$ cat src/rtl/ibex_wb_stage_buf.sv
// ibex_wb_stage_buf: single-entry writeback buffer between EX and the RF.
// Holds ALU results for one cycle and loads/stores until the LSU answers.
//
// Ports
//   clk_i, rst_i          clock, synchronous active-high reset
//   en_wb_i               EX presents an instruction
//   instr_type_wb_i       0=ALU/multdiv, 1=load, 2=store, 3=reserved
//   rf_we_i, rf_waddr_i   destination register write request
//   result_ex_i, pc_i     EX result and instruction PC
//   ready_wb_o            buffer accepts en_wb_i this cycle
//   lsu_resp_valid_i      LSU response strobe
//   lsu_resp_err_i        LSU bus error (qualified by valid)
//   lsu_rdata_i           load data
//   rf_we_wb_o            register-file write enable
//   rf_waddr_wb_o         register-file write address
//   rf_wdata_wb_o         register-file write data (0 when not writing)
//   instr_done_wb_o       one-cycle retire pulse
//   pc_wb_o               PC of buffered instruction (0 when empty)
//   load_err_o            one-cycle pulse: load/store ended in error
//   timeout_o             one-cycle pulse: LSU wait timed out

module ibex_wb_stage_buf #(
    parameter int unsigned LsuTimeout = 255,
    parameter int unsigned DataWidth  = 32
) (
    input  logic                 clk_i,
    input  logic                 rst_i,
    input  logic                 en_wb_i,
    input  logic [1:0]           instr_type_wb_i,
    input  logic                 rf_we_i,
    input  logic [4:0]           rf_waddr_i,
    input  logic [DataWidth-1:0] result_ex_i,
    input  logic [31:0]          pc_i,
    output logic                 ready_wb_o,
    input  logic                 lsu_resp_valid_i,
    input  logic                 lsu_resp_err_i,
    input  logic [DataWidth-1:0] lsu_rdata_i,
    output logic                 rf_we_wb_o,
    output logic [4:0]           rf_waddr_wb_o,
    output logic [DataWidth-1:0] rf_wdata_wb_o,
    output logic                 instr_done_wb_o,
    output logic [31:0]          pc_wb_o,
    output logic                 load_err_o,
    output logic                 timeout_o
);

    localparam int unsigned CntW = $clog2(LsuTimeout + 1);
    localparam logic [CntW-1:0] CntLast = CntW'(LsuTimeout - 1);

    localparam logic [1:0] TypeAlu   = 2'd0;
    localparam logic [1:0] TypeLoad  = 2'd1;
    localparam logic [1:0] TypeStore = 2'd2;
    localparam logic [1:0] TypeRsvd  = 2'd3;

    typedef enum logic [1:0] {
        IDLE     = 2'd0,
        ALU_WB   = 2'd1,
        MEM_WAIT = 2'd2
    } state_e;

    state_e               state_q;
    logic [CntW-1:0]      cnt_q;
    logic [1:0]           type_q;
    logic                 we_q;
    logic [4:0]           waddr_q;
    logic [DataWidth-1:0] result_q;
    logic [31:0]          pc_q;

    logic in_alu;
    logic in_mem;
    logic timeout_hit;
    logic mem_done;
    logic accept;
    logic new_is_mem;
    logic wr_ok;

    assign in_alu = (state_q == ALU_WB);
    assign in_mem = (state_q == MEM_WAIT);

    // A response in the final wait cycle wins over the timeout.
    assign timeout_hit = in_mem & ~lsu_resp_valid_i & (cnt_q == CntLast);
    assign mem_done    = in_mem & (lsu_resp_valid_i | timeout_hit);

    // Combinational from the LSU response so a completing load/store
    // can hand the slot to the next instruction in the same cycle.
    assign ready_wb_o = (state_q == IDLE) | in_alu | mem_done;
    assign accept     = en_wb_i & ready_wb_o;

    assign new_is_mem = (instr_type_wb_i == TypeLoad) |
                        (instr_type_wb_i == TypeStore);

    // Writes to x0 are dropped at the port.
    assign wr_ok = we_q & (waddr_q != 5'd0);

    always_ff @(posedge clk_i) begin
        if (rst_i) begin
            state_q  <= IDLE;
            cnt_q    <= '0;
            type_q   <= TypeAlu;
            we_q     <= 1'b0;
            waddr_q  <= '0;
            result_q <= '0;
            pc_q     <= '0;
        end else if (accept) begin
            state_q  <= new_is_mem ? MEM_WAIT : ALU_WB;
            cnt_q    <= '0;
            type_q   <= instr_type_wb_i;
            we_q     <= rf_we_i;
            waddr_q  <= rf_waddr_i;
            result_q <= result_ex_i;
            pc_q     <= pc_i;
        end else begin
            case (state_q)
                ALU_WB: begin
                    state_q <= IDLE;
                end
                MEM_WAIT: begin
                    if (mem_done) begin
                        state_q <= IDLE;
                        cnt_q   <= '0;
                    end else if (cnt_q != CntLast) begin
                        cnt_q <= cnt_q + CntW'(1);
                    end
                end
                default: begin
                    state_q <= IDLE;
                end
            endcase
        end
    end

    always_comb begin
        rf_we_wb_o      = 1'b0;
        rf_wdata_wb_o   = '0;
        instr_done_wb_o = 1'b0;
        load_err_o      = 1'b0;
        timeout_o       = 1'b0;

        if (in_alu) begin
            instr_done_wb_o = 1'b1;
            // Reserved type retires like ALU but never writes.
            if (wr_ok && (type_q != TypeRsvd)) begin
                rf_we_wb_o    = 1'b1;
                rf_wdata_wb_o = result_q;
            end
        end else if (in_mem) begin
            if (lsu_resp_valid_i) begin
                instr_done_wb_o = 1'b1;
                if (lsu_resp_err_i) begin
                    load_err_o = 1'b1;
                end else if (wr_ok && (type_q == TypeLoad)) begin
                    rf_we_wb_o    = 1'b1;
                    rf_wdata_wb_o = lsu_rdata_i;
                end
            end else if (timeout_hit) begin
                instr_done_wb_o = 1'b1;
                load_err_o      = 1'b1;
                timeout_o       = 1'b1;
            end
        end
    end

    assign rf_waddr_wb_o = waddr_q;
    assign pc_wb_o       = (state_q == IDLE) ? 32'd0 : pc_q;

endmodule

$ cat config.mk
export PLATFORM = sky130hd
export DESIGN_NAME = ibex_wb_stage_buf
export DESIGN_NICKNAME = d
export VERILOG_FILES = /design/src/rtl/ibex_wb_stage_buf.sv
export SDC_FILE = /design/constraint.sdc
export NUM_CORES = 1
export LEC_CHECK = 0
export BUFFER_PORTS_ARGS = -buffer_cell sky130_fd_sc_hd__buf_2
export CAP_MARGIN = 30
export CORE_MARGIN = 2
export CORE_UTILIZATION = 44
export DETAILED_ROUTE_END_ITERATION = 12
export PLACE_DENSITY = 0.79
export SYNTH_ARGS = -nofsm -noshare
export SYNTH_HDL_FRONTEND = slang
export SYNTH_SLANG_ARGS = --single-unit
$ cat constraint.sdc
create_clock -name clk_i -period 1.7 [get_ports clk_i]
set_clock_uncertainty 0.15 [all_clocks]
set_input_delay 0.085 -clock clk_i [delete_from_list [all_inputs] [get_ports clk_i]]
set_output_delay 0.085 -clock clk_i [all_outputs]
set_load 0.02 [all_outputs]
==> impl_metrics.json <==
{
  "groute.usage.overall_pct": 27.3,
  "die_w_um": 103,
  "period_share_pct": 142,
  "post_dp_cell_area_sq_um": 6010,
  "gr-total-overflow": 0,
  "nNetsFinal": 880,
  "tritoncts": "done",
  "cp_cell_sequence": "or4_4 -> o21ai_4 -> nor3_4 -> buf_4 -> a22o_4 -> buf_2",
  "place_congestion": 0.772,
  "synth_cells": 456,
  "hold_viol_final": 0,
  "arrival_ns": 2.18,
  "wl_per_cell_um": 18.1,
  "synth_commonest_cells": "nand2b_1, dfxtp_1, mux2i_1, nor2b_1, a22o_1",
  "final_core_util_pct": 80.8,
  "antenna_left": 0,
  "cap_violations": 0,
  "crit_fanout": 11,
  "cts_buffers": 9,
  "maxSlewHeadroom_pct": 51.8,
  "worst_slack_ns": -0.719,
  "cp_slowest_cell": "or4_4",
  "root_buffer": "clkbuf_8",
  "power_density_nw_per_um2": 658,
  "fmax_mhz": 413,
  "critPathLaunchType": "flop",
  "antenna_found_initial": 0,
  "vias": 4594,
  "grt_pass1_wl_mm": 22.4,
  "ys_ff_latch": 82,
  "setup_tns_ns": -45.91,
  "slew_viol_final": 0,
  "synth_top_area_share_pct": 38.1,
  "yosysSeqAreaShare_pct": 38.1,
  "cpPeakStageDelay_ns": 0.55,
  "async_reset_ff_share_pct": 0,
  "synth_flop_cell": "dfxtp_1",
  "synth-edff-count": 0,
  "power_mw": 5.13,
  "drt_iter0_markers": 145,
  "worstSetupPathType": "reg2out",
  "fp.coreArea_sq_um": 9640,
  "via_per_inst": 5.07,
  "rsz0062_at_grt": "true",
  "die_area_sq_um": 10600,
  "final_layout_size_suffix_gt1_share_pct": 46.5,
  "cp.required_ns": 1.46,
  "leakagePower_nw": 3.65,
  "h-tree-depth": 3,
  "post-route-drc-count": 0,
  "status": "finished with violations",
  "peakVddDrop_mv": 0.618,
  "core.rowCount": 36,
  "setup_viol": 135,
  "area.growth.synth_to_final_pct": 80.5,
  "clk_latency_ns": 0.35,
  "critical_path.startpoint": "rf_waddr_wb_o[4]$_SDFFE_PP0P_",
  "fp.dieH_um": 103,
  "fin_area_sq_um": 7790,
  "clk_pin_slew_ns": 0.09,
  "port_buffers": 182,
  "wl_mm": 16.5,
  "synth.most_common_cell": "nand2b_1",
  "cts.sinks": 82,
  "endpoint_kind": "output port",
  "period_minus_slack_ns": 2.42,
  "clock_path_buffers": 2,
  "ys_warn_count": 0,
  "synth_fp_nets": 567,
  "synth_area_leader_cell": "dfxtp_1",
  "io_pins": 183,
  "avgSynthCellArea_sq_um": 9.46,
  "netlist_top_cells_area": "dfxtp_1, nand2b_1, mux2i_1",
  "syn_area_sq_um": 4310,
  "dp_hpwl_mm": 8.40,
  "worstMarginPinSlew_ns": 0.721,
  "num_antenna_cells": 0,
  "violations": "setup timing",
  "start_util_pct": 44.8,
  "grt_max_degree": 52,
  "reg2reg_from": "cnt_q[0]$_SDFFE_PP0P_",
  "drt_pass1_iterations": 4,
  "min_from": "pc_q[14]$_SDFFE_PP0P_",
  "grt_pass1_vias": 4853,
  "min_path_type": "reg2reg",
  "synthDistinctLibCells": 33
}
[per-stage QoR]
| stage | std cells | worst slack (ns) | hold WS [ns] |
|---|---|---|---|
| 4_1_cts | 901 | -0.700 | 0.324 |
| 3_5_place_dp | 788 | -0.452 | 0.202 |
| 3_3_place_gp | 788 | -0.374 | 0.196 |
| 2_1_floorplan | 456 | -0.137 | 0.0828 |
| 5_1_grt | 907 | -0.752 | 0.335 |
| 6_report | 907 | -0.719 | 0.320 |
[final cells by class]
cell class | instances | area, sq um
repair buffers | 336 | 2710
clock inverters | 4 | 98.8
multi-input cells | 337 | 3010
inverters | 3 | 11.3
flip-flops and latches | 82 | 1650
fillers | 554 | 1850
clock buffers | 12 | 145
well taps | 133 | 166
[flip-flops by register name, indices dropped and copies added (netlist names)]
| signal | count |
|---|---|
| we_q | 1 |
| pc_q | 32 |
| type_q | 2 |
| cnt_q | 8 |
| state_q | 2 |
| rf_waddr_wb_o | 5 |
| result_q | 32 |
[layout by cell type (no fill, tap or decap), drive strengths merged]
cell type	synthesis	routed
xnor2	2	2
and4b	1	1
nor3	4	4
nand4b	2	2
a22o	32	32
or4	1	1
a211oi	2	2
nor3b	1	1
a22oi	2	2
and3	1	1
a21oi	5	5
dfxtp	82	82
inv	3	3
nand3	2	2
bufinv	0	3
o21ai	2	2
buf	15	261
nor2	11	11
xor2	5	5
nand2	7	7
or2	1	1
nand4	2	2
nand2b	146	146
clkinv	0	1
clkbuf	19	13
dlygate4sd3	0	74
mux2i	72	72
and4	1	1
nor2b	33	33
ha	2	2
[worst max-delay path, delay by kind of cell, from the launching register on]
family	cells	cell delay [ns]
AND/OR/NAND/NOR	2	0.68
AO/OA/AOI/OAI	2	0.47
buffers and inverters	2	0.35
flip-flops	1	0.33
[report_power, final]
group	internal (mW)	switching, mW
sequential	2.05	0.0949
clock	1.02	0.732
combinational	0.700	0.531
[routing by layer]
| layer | GRT usage, % | vias to the layer above | share of wire [%] |
|---|---|---|---|
| li1 | - | 2152 | - |
| met5 | 0 | - | 0 |
| met3 | 4.20 | 66 | 4.5 |
| met2 | 54.5 | 190 | 56 |
| met1 | 26.3 | 2186 | 35 |
| met4 | 14.9 | 0 | 4.7 |
[worst paths after layout]
| path | to | slack, ns | depth (start not counted) |
|---|---|---|---|
| hold / removal | pc_q[14]$_SDFFE_PP0P_ | 0.32 | 2 |
| setup / recovery | rf_wdata_wb_o[20] | -0.72 | 6 |
| setup reg to reg | rf_waddr_wb_o[1]$_SDFFE_PP0P_ | -0.43 | 10 |
| hold reg to reg | pc_q[14]$_SDFFE_PP0P_ | 0.32 | 2 |
[logic make-up after synthesis]
| group | Yosys count | synth area share, % |
|---|---|---|
| simple gates | 213 | 30.3 |
| flops | 82 | 38.1 |
| fa+ha+maj | 2 | 0.580 |
| mux | 72 | 16.7 |
| xor+xnor | 7 | 1.42 |
| compound gates | 43 | 8.27 |
| buf+inv | 37 | 4.64 |
[what timing repair did]
item                                    4_1_cts  5_1_grt
hold endpoints to repair                     76        0
hold buffers                                 74        0
endpoints found under the setup margin      138      141
gates resized for setup                      45       94
pin swaps                                     9       12
gates cloned                                  6        1
buffers inserted                             17       15
Power figures use the tool's default switching activity.
